--- src/rtl/core_fetch_pkg.sv ---
// Shared types for the instruction-fetch front end: IF/ID register payload and
// the instruction-buffer entry.
package core_fetch_pkg;

  localparam int unsigned XLEN = 64;
  localparam int unsigned ILEN = 32;

  typedef struct packed {
    logic [XLEN-1:0] pc;
    logic [ILEN-1:0] inst;
    logic            valid;
  } IF_regs_t;

  typedef struct packed {
    logic [XLEN-1:0] pc;
    logic [ILEN-1:0] inst;
  } fetch_entry_t;

  function automatic logic [XLEN-1:0] pc_plus4(input logic [XLEN-1:0] pc);
    return pc + XLEN'(4);
  endfunction

endpackage

--- src/rtl/core_fetch_fifo.sv ---
// Generic synchronous FIFO with count; push while full is legal only together with pop.
module fetch_fifo #(
  parameter int unsigned WIDTH = 32,
  parameter int unsigned DEPTH = 4
) (
  input  logic                       clock,
  input  logic                       reset,
  input  logic                       clear,
  input  logic                       push,
  input  logic [WIDTH-1:0]           push_data,
  input  logic                       pop,
  output logic [WIDTH-1:0]           head_data,
  output logic                       full,
  output logic                       empty,
  output logic [$clog2(DEPTH+1)-1:0] count
);

  localparam int unsigned AW = (DEPTH > 1) ? $clog2(DEPTH) : 1;
  localparam int unsigned CW = $clog2(DEPTH + 1);

  logic [WIDTH-1:0] r_mem [DEPTH];
  logic [AW-1:0]    r_wr_ptr;
  logic [AW-1:0]    r_rd_ptr;
  logic [CW-1:0]    r_count;
  logic             w_push;
  logic             w_pop;

  assign empty     = (r_count == '0);
  assign full      = (r_count == CW'(DEPTH));
  assign count     = r_count;
  assign head_data = r_mem[r_rd_ptr];
  assign w_pop     = pop && !empty;
  assign w_push    = push && (!full || w_pop);

  // Pointers wrap naturally because DEPTH is a power of two.
  always_ff @(posedge clock) begin
    if (reset || clear) begin
      r_wr_ptr <= '0;
      r_rd_ptr <= '0;
      r_count  <= '0;
    end else begin
      if (w_push) r_wr_ptr <= r_wr_ptr + AW'(1);
      if (w_pop)  r_rd_ptr <= r_rd_ptr + AW'(1);
      r_count <= r_count + CW'(w_push) - CW'(w_pop);
    end
  end

  always_ff @(posedge clock) begin
    if (w_push) r_mem[r_wr_ptr] <= push_data;
  end

  a_no_overflow : assert property (@(posedge clock) disable iff (reset || clear)
    !(push && full && !pop)) else $error("fetch_fifo overflow");
  a_no_underflow : assert property (@(posedge clock) disable iff (reset || clear)
    !(pop && empty)) else $error("fetch_fifo underflow");

endmodule

--- src/rtl/core_fetch.sv ---
// Instruction-fetch front end: PC register, credit-limited imem requests, address
// queue for in-flight PCs and an instruction buffer feeding IF/ID; flush drops stale responses.
module core_fetch
  import core_fetch_pkg::*;
#(
  parameter int unsigned DEPTH    = 4,
  parameter logic [63:0] RESET_PC = 64'h0
) (
  input  logic        clock,
  input  logic        reset,
  input  logic [63:0] next_fetch_pc,
  input  logic        flush,
  input  logic        stall,
  output logic [63:0] fetch_pc4,
  output logic        imem_req_valid,
  input  logic        imem_req_ready,
  output logic [63:0] imem_req_addr,
  input  logic        imem_resp_valid,
  input  logic [31:0] imem_resp_data,
  output logic        IF_valid,
  output logic [31:0] IF_inst,
  output logic [63:0] IF_pc
);

  localparam int unsigned CW = $clog2(DEPTH + 1);
  localparam int unsigned EW = $bits(fetch_entry_t);

  logic [63:0]  r_pc;
  logic [CW-1:0] r_drop;

  logic [63:0]  w_aq_head;
  logic [CW-1:0] w_aq_count;
  logic [CW-1:0] w_ib_count;
  logic         w_aq_full;
  logic         w_aq_empty;
  logic         w_ib_full;
  logic         w_ib_empty;
  logic [CW:0]  w_credits;
  logic         w_fire;
  logic         w_resp;
  logic         w_ib_push;
  logic         w_ib_pop;
  fetch_entry_t w_ib_in;
  fetch_entry_t w_ib_head;
  IF_regs_t     w_if;

  // The address queue occupancy is the outstanding-request count.
  assign w_credits      = (CW+1)'(w_aq_count) + (CW+1)'(w_ib_count);
  assign imem_req_valid = !reset && !flush && !w_aq_full && (w_credits < (CW+1)'(DEPTH));
  assign w_fire         = imem_req_valid && imem_req_ready;
  assign imem_req_addr  = r_pc;
  assign fetch_pc4      = pc_plus4(r_pc);

  assign w_resp    = imem_resp_valid && !w_aq_empty;
  assign w_ib_push = w_resp && !flush && (r_drop == '0) && (!w_ib_full || w_ib_pop);
  assign w_ib_pop  = !w_ib_empty && !stall && !flush;
  assign w_ib_in   = '{pc: w_aq_head, inst: imem_resp_data};

  assign w_if     = '{pc: w_ib_head.pc, inst: w_ib_head.inst, valid: !w_ib_empty};
  assign IF_valid = w_if.valid;
  assign IF_inst  = w_if.inst;
  assign IF_pc    = w_if.pc;

  // On flush every response still owed by memory becomes stale.
  always_ff @(posedge clock) begin
    if (reset) begin
      r_pc   <= RESET_PC;
      r_drop <= '0;
    end else begin
      if (flush || w_fire) r_pc <= next_fetch_pc;
      if (flush) begin
        r_drop <= w_aq_count - CW'(w_resp);
      end else if (w_resp && (r_drop != '0)) begin
        r_drop <= r_drop - CW'(1);
      end
    end
  end

  fetch_fifo #(.WIDTH(64), .DEPTH(DEPTH)) u_addr_q (
    .clock     (clock),
    .reset     (reset),
    .clear     (1'b0),
    .push      (w_fire),
    .push_data (r_pc),
    .pop       (w_resp),
    .head_data (w_aq_head),
    .full      (w_aq_full),
    .empty     (w_aq_empty),
    .count     (w_aq_count)
  );

  fetch_fifo #(.WIDTH(EW), .DEPTH(DEPTH)) u_inst_buf (
    .clock     (clock),
    .reset     (reset),
    .clear     (flush),
    .push      (w_ib_push),
    .push_data (w_ib_in),
    .pop       (w_ib_pop),
    .head_data (w_ib_head),
    .full      (w_ib_full),
    .empty     (w_ib_empty),
    .count     (w_ib_count)
  );

endmodule

--- config.mk ---
export PLATFORM = sky130hd
export DESIGN_NAME = core_fetch
export DESIGN_NICKNAME = d
export VERILOG_FILES = /design/src/rtl/core_fetch_pkg.sv /design/src/rtl/core_fetch_fifo.sv /design/src/rtl/core_fetch.sv
export SDC_FILE = /design/constraint.sdc
export NUM_CORES = 1
export LEC_CHECK = 0
export BUFFER_PORTS_ARGS = -buffer_cell sky130_fd_sc_hd__buf_2
export CAP_MARGIN = 20
export CORE_ASPECT_RATIO = 1.1
export CORE_MARGIN = 1
export CORE_UTILIZATION = 55
export CTS_CLUSTER_DIAMETER = 80
export DETAILED_ROUTE_END_ITERATION = 7
export PLACE_DENSITY = 0.75
export REMOVE_ABC_BUFFERS = 1
export SETUP_SLACK_MARGIN = 0.2
export SYNTH_ARGS = -nofsm -noshare
export SYNTH_HDL_FRONTEND = slang
export SYNTH_SLANG_ARGS = --single-unit
--- constraint.sdc ---
create_clock -name clock -period 6.3 [get_ports clock]
set_clock_uncertainty 0.05 [all_clocks]
set_input_delay 1.26 -clock clock [delete_from_list [all_inputs] [get_ports clock]]
set_output_delay 1.26 -clock clock [all_outputs]
set_load 0.01 [all_outputs]
==> results_tabular.tex, run 1 <==
\begin{tabular}{lr}
\hline
Metric & Value \\
\hline
\multicolumn{2}{l}{\textbf{Synthesis}} \\
Sequential-to-total area share from yosys stat & 75.7\% \\
Ranking of synthesized cells by area & edfxtp\_1, mux4\_2, dfxtp\_1 \\
Syn\_area\_per\_cell & 19.3 um\^{}2 \\
Fraction of post-synthesis cell area in the top cell type by area & 69.6\% \\
Post-synthesis cell count & 1,434 \\
Most common cell in the netlist & edfxtp\_1 \\
Post-Syn Area & 27,600 um\^{}2 \\
Synthesis-stage register bit count & 725 \\
Number of synthesized flops with an enable pin & 640 \\
Yosys cell types & 41 \\
Total number of yosys warnings & 0 \\
Commonest cells in the netlist & edfxtp\_1, mux4\_2, nand2\_1 \\
Largest area contributor in the synthesized netlist & edfxtp\_1 \\
Fraction of registers with async set/reset & 0\% \\
Synth Flop Type & edfxtp\_1 \\
\multicolumn{2}{l}{\textbf{Layout}} \\
Layout cell share with drive strength beyond 1 & 34.2\% \\
Non-filler cells, final & 2,496 \\
Post-route design area & 32,500 um\^{}2 \\
Net count of the finished layout & 1,911 \\
Area growth from synthesis to layout & 17.5\% \\
Core occupancy in the finished layout & 65.9\% \\
Number of diodes & 0 \\
\multicolumn{2}{l}{\textbf{Clocking}} \\
CTS tree & built \\
Post-CTS setup buffer count & 0 \\
Clock Latency Late Sink & 0.60 ns \\
Number of cells upsized or downsized after cts & 0 \\
Clock-pin transition on the worst setup and hold timing paths & 0.06 ns \\
Root Buffer & clkbuf\_16 \\
CTS buffer count & 71 \\
Maximum level of the CTS H-tree & 3 \\
Hold\_buf cts & 0 \\
Count of clock tree sinks & 725 \\
Number of buffers on the longest clock path & 3 \\
\multicolumn{2}{l}{\textbf{Floorplanning}} \\
Die Width & 216 um \\
Total core area & 49,200 um\^{}2 \\
Die Footprint & 51,100 um\^{}2 \\
Die Y & 237 um \\
Std-Cell Rows & 85 \\
Effective utilization at floorplan & 56.1\% \\
Top Ports & 328 \\
\multicolumn{2}{l}{\textbf{STA}} \\
Measured slew at the worst slew-check pin & 1.13 ns \\
Remaining max-slew budget at the tightest pin & 24.2\% \\
Final critical-path share of the clock period & 75.7\% \\
Count of endpoints failing setup in the final report & 0 \\
WHS & 0.485 ns \\
Hold violation count in the final report & 0 \\
Total Negative Setup Slacks & 0 ns \\
Fin crit period & 4.77 ns \\
Final count of pins violating max slew & 0 \\
Maximum achievable frequency & 210 MHz \\
Setup repair after global routing missed its margin & no \\
\multicolumn{2}{l}{\textbf{Power}} \\
Pwr per Cell Area & 346 nW/um\^{}2 \\
Worst supply voltage drop on vdd & 274 uV \\
Leakage power summed over all cells & 11.1 nW \\
\multicolumn{2}{l}{\textbf{Routing}} \\
Wire per inst & 24.8 um \\
Mean number of vias per cell & 5.88 \\
Post-Route WL & 61,800 um \\
Pre-Repair DR Iteration Count & 6 \\
Via count & 14,700 \\
Number of routed nets with antenna violations & 0 \\
First-iteration detailed-routing DRC count & 1,357 \\
Remaining DRCs & 0 \\
\multicolumn{2}{l}{\textbf{Global route}} \\
Overall overflow remaining after global route & 0 \\
Overall routing resource usage & 24.5\% \\
Wire length of the first global-routing pass & 91,200 um \\
Largest net degree at the start of global routing & 77 \\
Initial antenna violation count & 0 \\
Via count of the first global-routing pass & 14,900 \\
\multicolumn{2}{l}{\textbf{Placed design}} \\
Port buffer count & 327 \\
Final Wtd Congestion & 0.794 \\
Sum of net half-perimeters after detailed placement & 36,400 um \\
Instance area at placement & 30,000 um\^{}2 \\
Count of placed standard cells including taps & 2,362 \\
\multicolumn{2}{l}{\textbf{Setup path}} \\
Critical Setup Path Class & register to primary output \\
Endpoint class of the critical path & primary output \\
Critical path peak fanout & 12 \\
Worst endpoint required time & 4.99 ns \\
Crit path arrival time & 3.46 ns \\
CP startpoint kind & register \\
\multicolumn{2}{l}{\textbf{Worst hold path}} \\
Tightest Hold Check Type & register to register \\
\multicolumn{2}{l}{\textbf{Flow run}} \\
Max-capacitance violation count & 0 \\
\multicolumn{2}{l}{\textbf{Run status}} \\
Run status & complete, no violations \\
\hline
\end{tabular}
-- where the power goes --
| group | total [mW] | internal (mW) | leakage, nW | switching, mW |
|---|---|---|---|---|
| clock network | 4.19 | 2.47 | 1.13 | 1.72 |
| registers | 5.82 | 5.59 | 6.52 | 0.227 |
| logic | 1.22 | 0.550 | 3.44 | 0.668 |
-- flip-flops by register name (all words and copies together), names as in the netlist, named ones only --
| signal | count |
|---|---|
| imem_req_addr | 64 |
| r_drop | 3 |
| u_addr_q.count | 3 |
| u_addr_q.r_mem | 256 |
| u_addr_q.r_rd_ptr | 2 |
| u_addr_q.r_wr_ptr | 2 |
| u_inst_buf.count | 3 |
| u_inst_buf.r_mem | 384 |
| u_inst_buf.r_rd_ptr | 2 |
| u_inst_buf.r_wr_ptr | 2 |
-- metrics by stage --
step | worst slack, ns | total power [mW]
5_1_grt | 1.25 | 11.6
4_1_cts | 1.51 | 11.3
6_report | 1.53 | 11.2
2_1_floorplan | 0.295 | 6.65
3_3_place_gp | 2.14 | 7.10
3_5_place_dp | 2.06 | 7.14
-- final timing paths --
path | from | endpoint | slack [ns] | cells after the start
worst min-delay path | imem_req_addr[0] | imem_req_addr[0] | 0.48 | 2
worst max-delay path | imem_req_addr[4] | fetch_pc4[47] | 1.53 | 6
worst min register to register | imem_req_addr[0] | imem_req_addr[0] | 0.48 | 2
worst max register to register | u_addr_q.count[1] | u_inst_buf.r_mem[0][29] | 2.92 | 4
-- routing by layer --
layer  up-vias  track usage, %  share of wire [%]
li1       6394               -                  -
met1      7539            33.8                 41
met2       631            39.3                 49
met3       109            4.15                7.1
met4         0            9.67                3.1
met5         -               0                  0
-- cells by family after synthesis --
logic type	Yosys count	share of synthesized area, %
DFF	725	75.7
and+or+nand+nor	294	5.23
muxes	162	13.1
buffers and inverters	85	1.23
AOI/OAI and AO/OA	76	1.44
xor gates and xnor gates	71	2.25
adders and majority gates	21	1.01
-- layout by cell type, fill, tap and decap left out, types with 3 or more instances in the layout --
| master | instances |
|---|---|
| clkinv_2 | 7 |
| buf_4 | 14 |
| nand3_1 | 22 |
| mux4_2 | 160 |
| and4_1 | 5 |
| inv_1 | 18 |
| bufinv_16 | 6 |
| inv_6 | 3 |
| dfxtp_4 | 4 |
| nand4_1 | 26 |
| clkbuf_8 | 3 |
| clkbuf_16 | 75 |
| xnor2_1 | 56 |
| or3_1 | 3 |
| nand2_1 | 155 |
| and2_4 | 4 |
| nor3_1 | 7 |
| clkbuf_1 | 21 |
| and3_1 | 11 |
| a21oi_1 | 66 |
| and2_1 | 4 |
| buf_16 | 3 |
| nor2b_1 | 3 |
| clkinv_1 | 12 |
| xor2_1 | 15 |
| buf_2 | 326 |
| ha_1 | 19 |
| nor2_1 | 26 |
| dfxtp_1 | 81 |
| and3_4 | 4 |
| buf_12 | 5 |
| edfxtp_1 | 640 |
| nor4_1 | 6 |
-- critical path, stage by stage, from the launching register on --
cell,delay [ns]
dfxtp_1,0.54
nand4_1,0.38
nor4_2,0.65
nand4_1,0.38
nor4_1,0.45
xor2_1,0.28
buf_2,0.18
-- layout make-up --
class                           instances  area, um^2
Clock buffer                           99        2000
Clock inverter                         30         307
Fill cell                            3324       16800
Inverter                               18        67.6
Multi-Input combinational cell        624        6410
Sequential cell                       725       20900
Tap cell                              652         816
Timing Repair Buffer                  348        1920
No activity file was read; power rests on OpenSTA's default activity.
==> run 2: changes to the inputs <==
--- a/config.mk
+++ b/config.mk
@@ -9,10 +9,10 @@
 export CAP_MARGIN = 20
 export CORE_ASPECT_RATIO = 1.1
 export CORE_MARGIN = 1
-export CORE_UTILIZATION = 55
+export CORE_UTILIZATION = 52
 export CTS_CLUSTER_DIAMETER = 80
 export DETAILED_ROUTE_END_ITERATION = 7
-export PLACE_DENSITY = 0.75
+export PLACE_DENSITY = 0.74
 export REMOVE_ABC_BUFFERS = 1
 export SETUP_SLACK_MARGIN = 0.2
 export SYNTH_ARGS = -nofsm -noshare
==> constraint.sdc (replaced) <==
create_clock -name clock -period 4.24 [get_ports clock]
set_clock_uncertainty 0.05 [all_clocks]
set_input_delay 0.848 -clock clock [delete_from_list [all_inputs] [get_ports clock]]
set_output_delay 0.848 -clock clock [all_outputs]
set_load 0.01 [all_outputs]
==> run 2 against run 1 <==
Net effect:
- global-route usage shrank 0.72 points
- sequential power grew 48%
- cell count grew 2.4%
- via count grew 1.0%
- clock power grew 49%
- critical path type unchanged
==> results_tabular.tex, run 2 (synthesis results as in run 1) <==
\begin{tabular}{lr}
\hline
Metric & Value \\
\hline
\multicolumn{2}{l}{\textbf{STA}} \\
Measured slew at the worst slew-check pin & 0.924 ns \\
Maximum achievable frequency & 255 MHz \\
Final count of pins violating max slew & 0 \\
Final critical-path share of the clock period & 92.5\% \\
Remaining max-slew budget at the tightest pin & 38.4\% \\
Setup repair after global routing missed its margin & no \\
Count of endpoints failing setup in the final report & 0 \\
WHS & 0.404 ns \\
Worst Slack Setup Final & 0.319 ns \\
Hold violation count in the final report & 0 \\
Fin crit period & 3.92 ns \\
\multicolumn{2}{l}{\textbf{Layout}} \\
Flip-flop count of the largest register, all copies and words added & 384 \\
Top reg by flops & u\_inst\_buf.r\_mem \\
Area growth from synthesis to layout & 19.2\% \\
Leading cell types in the layout, fill and taps excluded & edfxtp\_1, buf\_2, mux4\_2, nand2\_1, clkbuf\_16 \\
Net count of the finished layout & 1,945 \\
Layout cell share with drive strength beyond 1 & 36.3\% \\
Leading cell type in the layout, fill and taps excluded & edfxtp\_1 \\
Final-layout fill cell count & 3,655 \\
\multicolumn{2}{l}{\textbf{Global route}} \\
Wire length of the first global-routing pass & 94,400 um \\
Via count of the first global-routing pass & 15,200 \\
Initial antenna violation count & 2 \\
Largest net degree at the start of global routing & 66 \\
Overall routing resource usage & 23.8\% \\
Overall overflow remaining after global route & 0 \\
\multicolumn{2}{l}{\textbf{Clocking}} \\
Clock-pin transition on the worst setup and hold timing paths & 0.06 ns \\
Root Buffer & clkbuf\_16 \\
Count of clock tree sinks & 725 \\
CTS buffer count & 71 \\
Number of buffers on the longest clock path & 3 \\
Clock Latency Late Sink & 0.60 ns \\
CTS tree & built \\
Maximum level of the CTS H-tree & 3 \\
Hold\_buf cts & 0 \\
\multicolumn{2}{l}{\textbf{Routing}} \\
Remaining DRCs & 0 \\
Pre-Repair DR Iteration Count & 5 \\
First-iteration detailed-routing DRC count & 1,289 \\
Number of routed nets with antenna violations & 0 \\
Post-Route WL & 63,600 um \\
Mean number of vias per cell & 5.80 \\
Wire per inst & 24.9 um \\
Via count & 14,800 \\
\multicolumn{2}{l}{\textbf{Setup path}} \\
Worst Reg-to-Reg Cells & 5 \\
CP startpoint kind & register \\
Critical path peak fanout & 16 \\
Worst reg2reg path startpoint & u\_addr\_q.count[2] \\
Critical Setup Path Class & register to primary output \\
Register-to-register setup slack & 1.25 ns \\
Worst-path cell chain & and4\_1, nand4\_1, nor4\_4, buf\_8, nand4\_1, xnor2\_1, buf\_2 \\
Destination of the worst register-to-register timing path & u\_addr\_q.r\_mem[0][2] \\
Cell with the most instances on the worst path & nand4\_1 \\
Endpoint class of the critical path & primary output \\
Worst endpoint required time & 3.34 ns \\
Worst stage delay on the critical path & 0.52 ns \\
Critical Path Slowest Stage Cell & dfxtp\_1 \\
Crit path arrival time & 3.02 ns \\
\multicolumn{2}{l}{\textbf{Floorplanning}} \\
Total core area & 52,400 um\^{}2 \\
Effective utilization at floorplan & 52.7\% \\
Die Width & 222 um \\
Die Footprint & 54,100 um\^{}2 \\
Die Y & 244 um \\
Top Ports & 328 \\
Std-Cell Rows & 88 \\
\multicolumn{2}{l}{\textbf{Flow run}} \\
Max-capacitance violation count & 0 \\
\multicolumn{2}{l}{\textbf{Power}} \\
Leakage power summed over all cells & 11.3 nW \\
Worst supply voltage drop on vdd & 240 uV \\
Pwr per Cell Area & 508 nW/um\^{}2 \\
\multicolumn{2}{l}{\textbf{Placed design}} \\
Post-placement worst setup slack & 0.632 ns \\
Final Wtd Congestion & 0.833 \\
Port buffer count & 327 \\
Sum of net half-perimeters after detailed placement & 39,000 um \\
\multicolumn{2}{l}{\textbf{Run status}} \\
Run status & complete, no violations \\
\multicolumn{2}{l}{\textbf{Worst hold path}} \\
Worst hold path depth & 1 \\
Hold Path Origin & imem\_resp\_data[9] \\
Endpoint of the worst hold path & u\_inst\_buf.r\_mem[2][9] \\
Tightest Hold Check Type & primary input to register \\
\hline
\end{tabular}
==> run 2: changes by cell type in the layout (fill, tap and decap cells not counted), moves of 2 or more <==
cell,delta
clkbuf_8,+3
nand4_2,-2
clkinvlp_4,+3
buf_12,+10
dfxtp_1,-10
nor4_1,-2
buf_4,+24
dfxtp_2,+10
xnor2_2,+2
nand4_4,+2
xnor2_1,-2
buf_16,-2
==> run 2: metrics by stage <==
stage / cells / setup TNS (ns) / total power [mW] / utilization [%] / area [um^2]
floorplan: 1367 / -183.02 / 9.89 / - / 27400
finish: 2556 / 0 / 16.7 / 62.8 / 32900
global placement: 2420 / 0 / 10.6 / 58.1 / 30500
global route: 2556 / 0 / 17.3 / 62.8 / 32900
CTS: 2554 / 0 / 16.9 / 62.7 / 32900
detailed placement: 2420 / 0 / 10.7 / 58.1 / 30500
==> run 2: how the worst max path moves through the flow <==
stage	from	endpoint
2_1_floorplan	register	IF_inst[0]
3_3_place_gp	imem_req_addr[34]	fetch_pc4[59]
3_5_place_dp	imem_req_addr[2]	fetch_pc4[40]
4_1_cts	imem_req_addr[15]	fetch_pc4[38]
5_1_grt	imem_req_addr[25]	fetch_pc4[40]
6_report	imem_req_addr[25]	fetch_pc4[38]
==> run 2: area by class of cell <==
cell class | instances | area [um^2] | area share (%)
Sequential cell | 725 | 20900 | 63.6
Clock inverter | 29 | 275 | 0.836
Tap cell | 675 | 845 | 2.57
Timing Repair Buffer | 382 | 2270 | 6.90
Antenna cell | 1 | 2.50 | 0.00760
Multi-Input combinational cell | 624 | 6470 | 19.7
Inverter | 18 | 67.6 | 0.205
Clock buffer | 102 | 2040 | 6.19
==> run 2: critical path: cells and delay by family (launching register included) <==
kind                   cells  cell delay, ns
XOR/XNOR                   1            0.27
buffers and inverters      2            0.44
flip-flops                 1            0.52
AND/OR/NAND/NOR            4            1.17
==> run 2: metal layers <==
| layer | vias to the layer above | GRT usage, % | part of all wire, % | wire length (um) |
|---|---|---|---|---|
| met3 | 116 | 5.00 | 7.0 | 4440 |
| li1 | 6478 | - | - | - |
| met5 | - | 0 | 0.020 | 13 |
| met4 | 2 | 8.74 | 2.9 | 1860 |
| met1 | 7673 | 31.7 | 40 | 25700 |
| met2 | 553 | 38.9 | 50 | 31600 |
==> run 2: power breakdown <==
group	total (mW)	internal, mW	switching, mW
sequential	8.60	8.31	0.294
clock	6.23	3.66	2.57
combinational	1.90	0.859	1.05
total	16.7	12.8	3.91
==> run 2: what timing repair did <==
item	CTS	global route
gates resized for setup	11	10
endpoints found under the setup margin	17	9
setup buffers	3	0
pin swaps	3	0
cloned	0	0
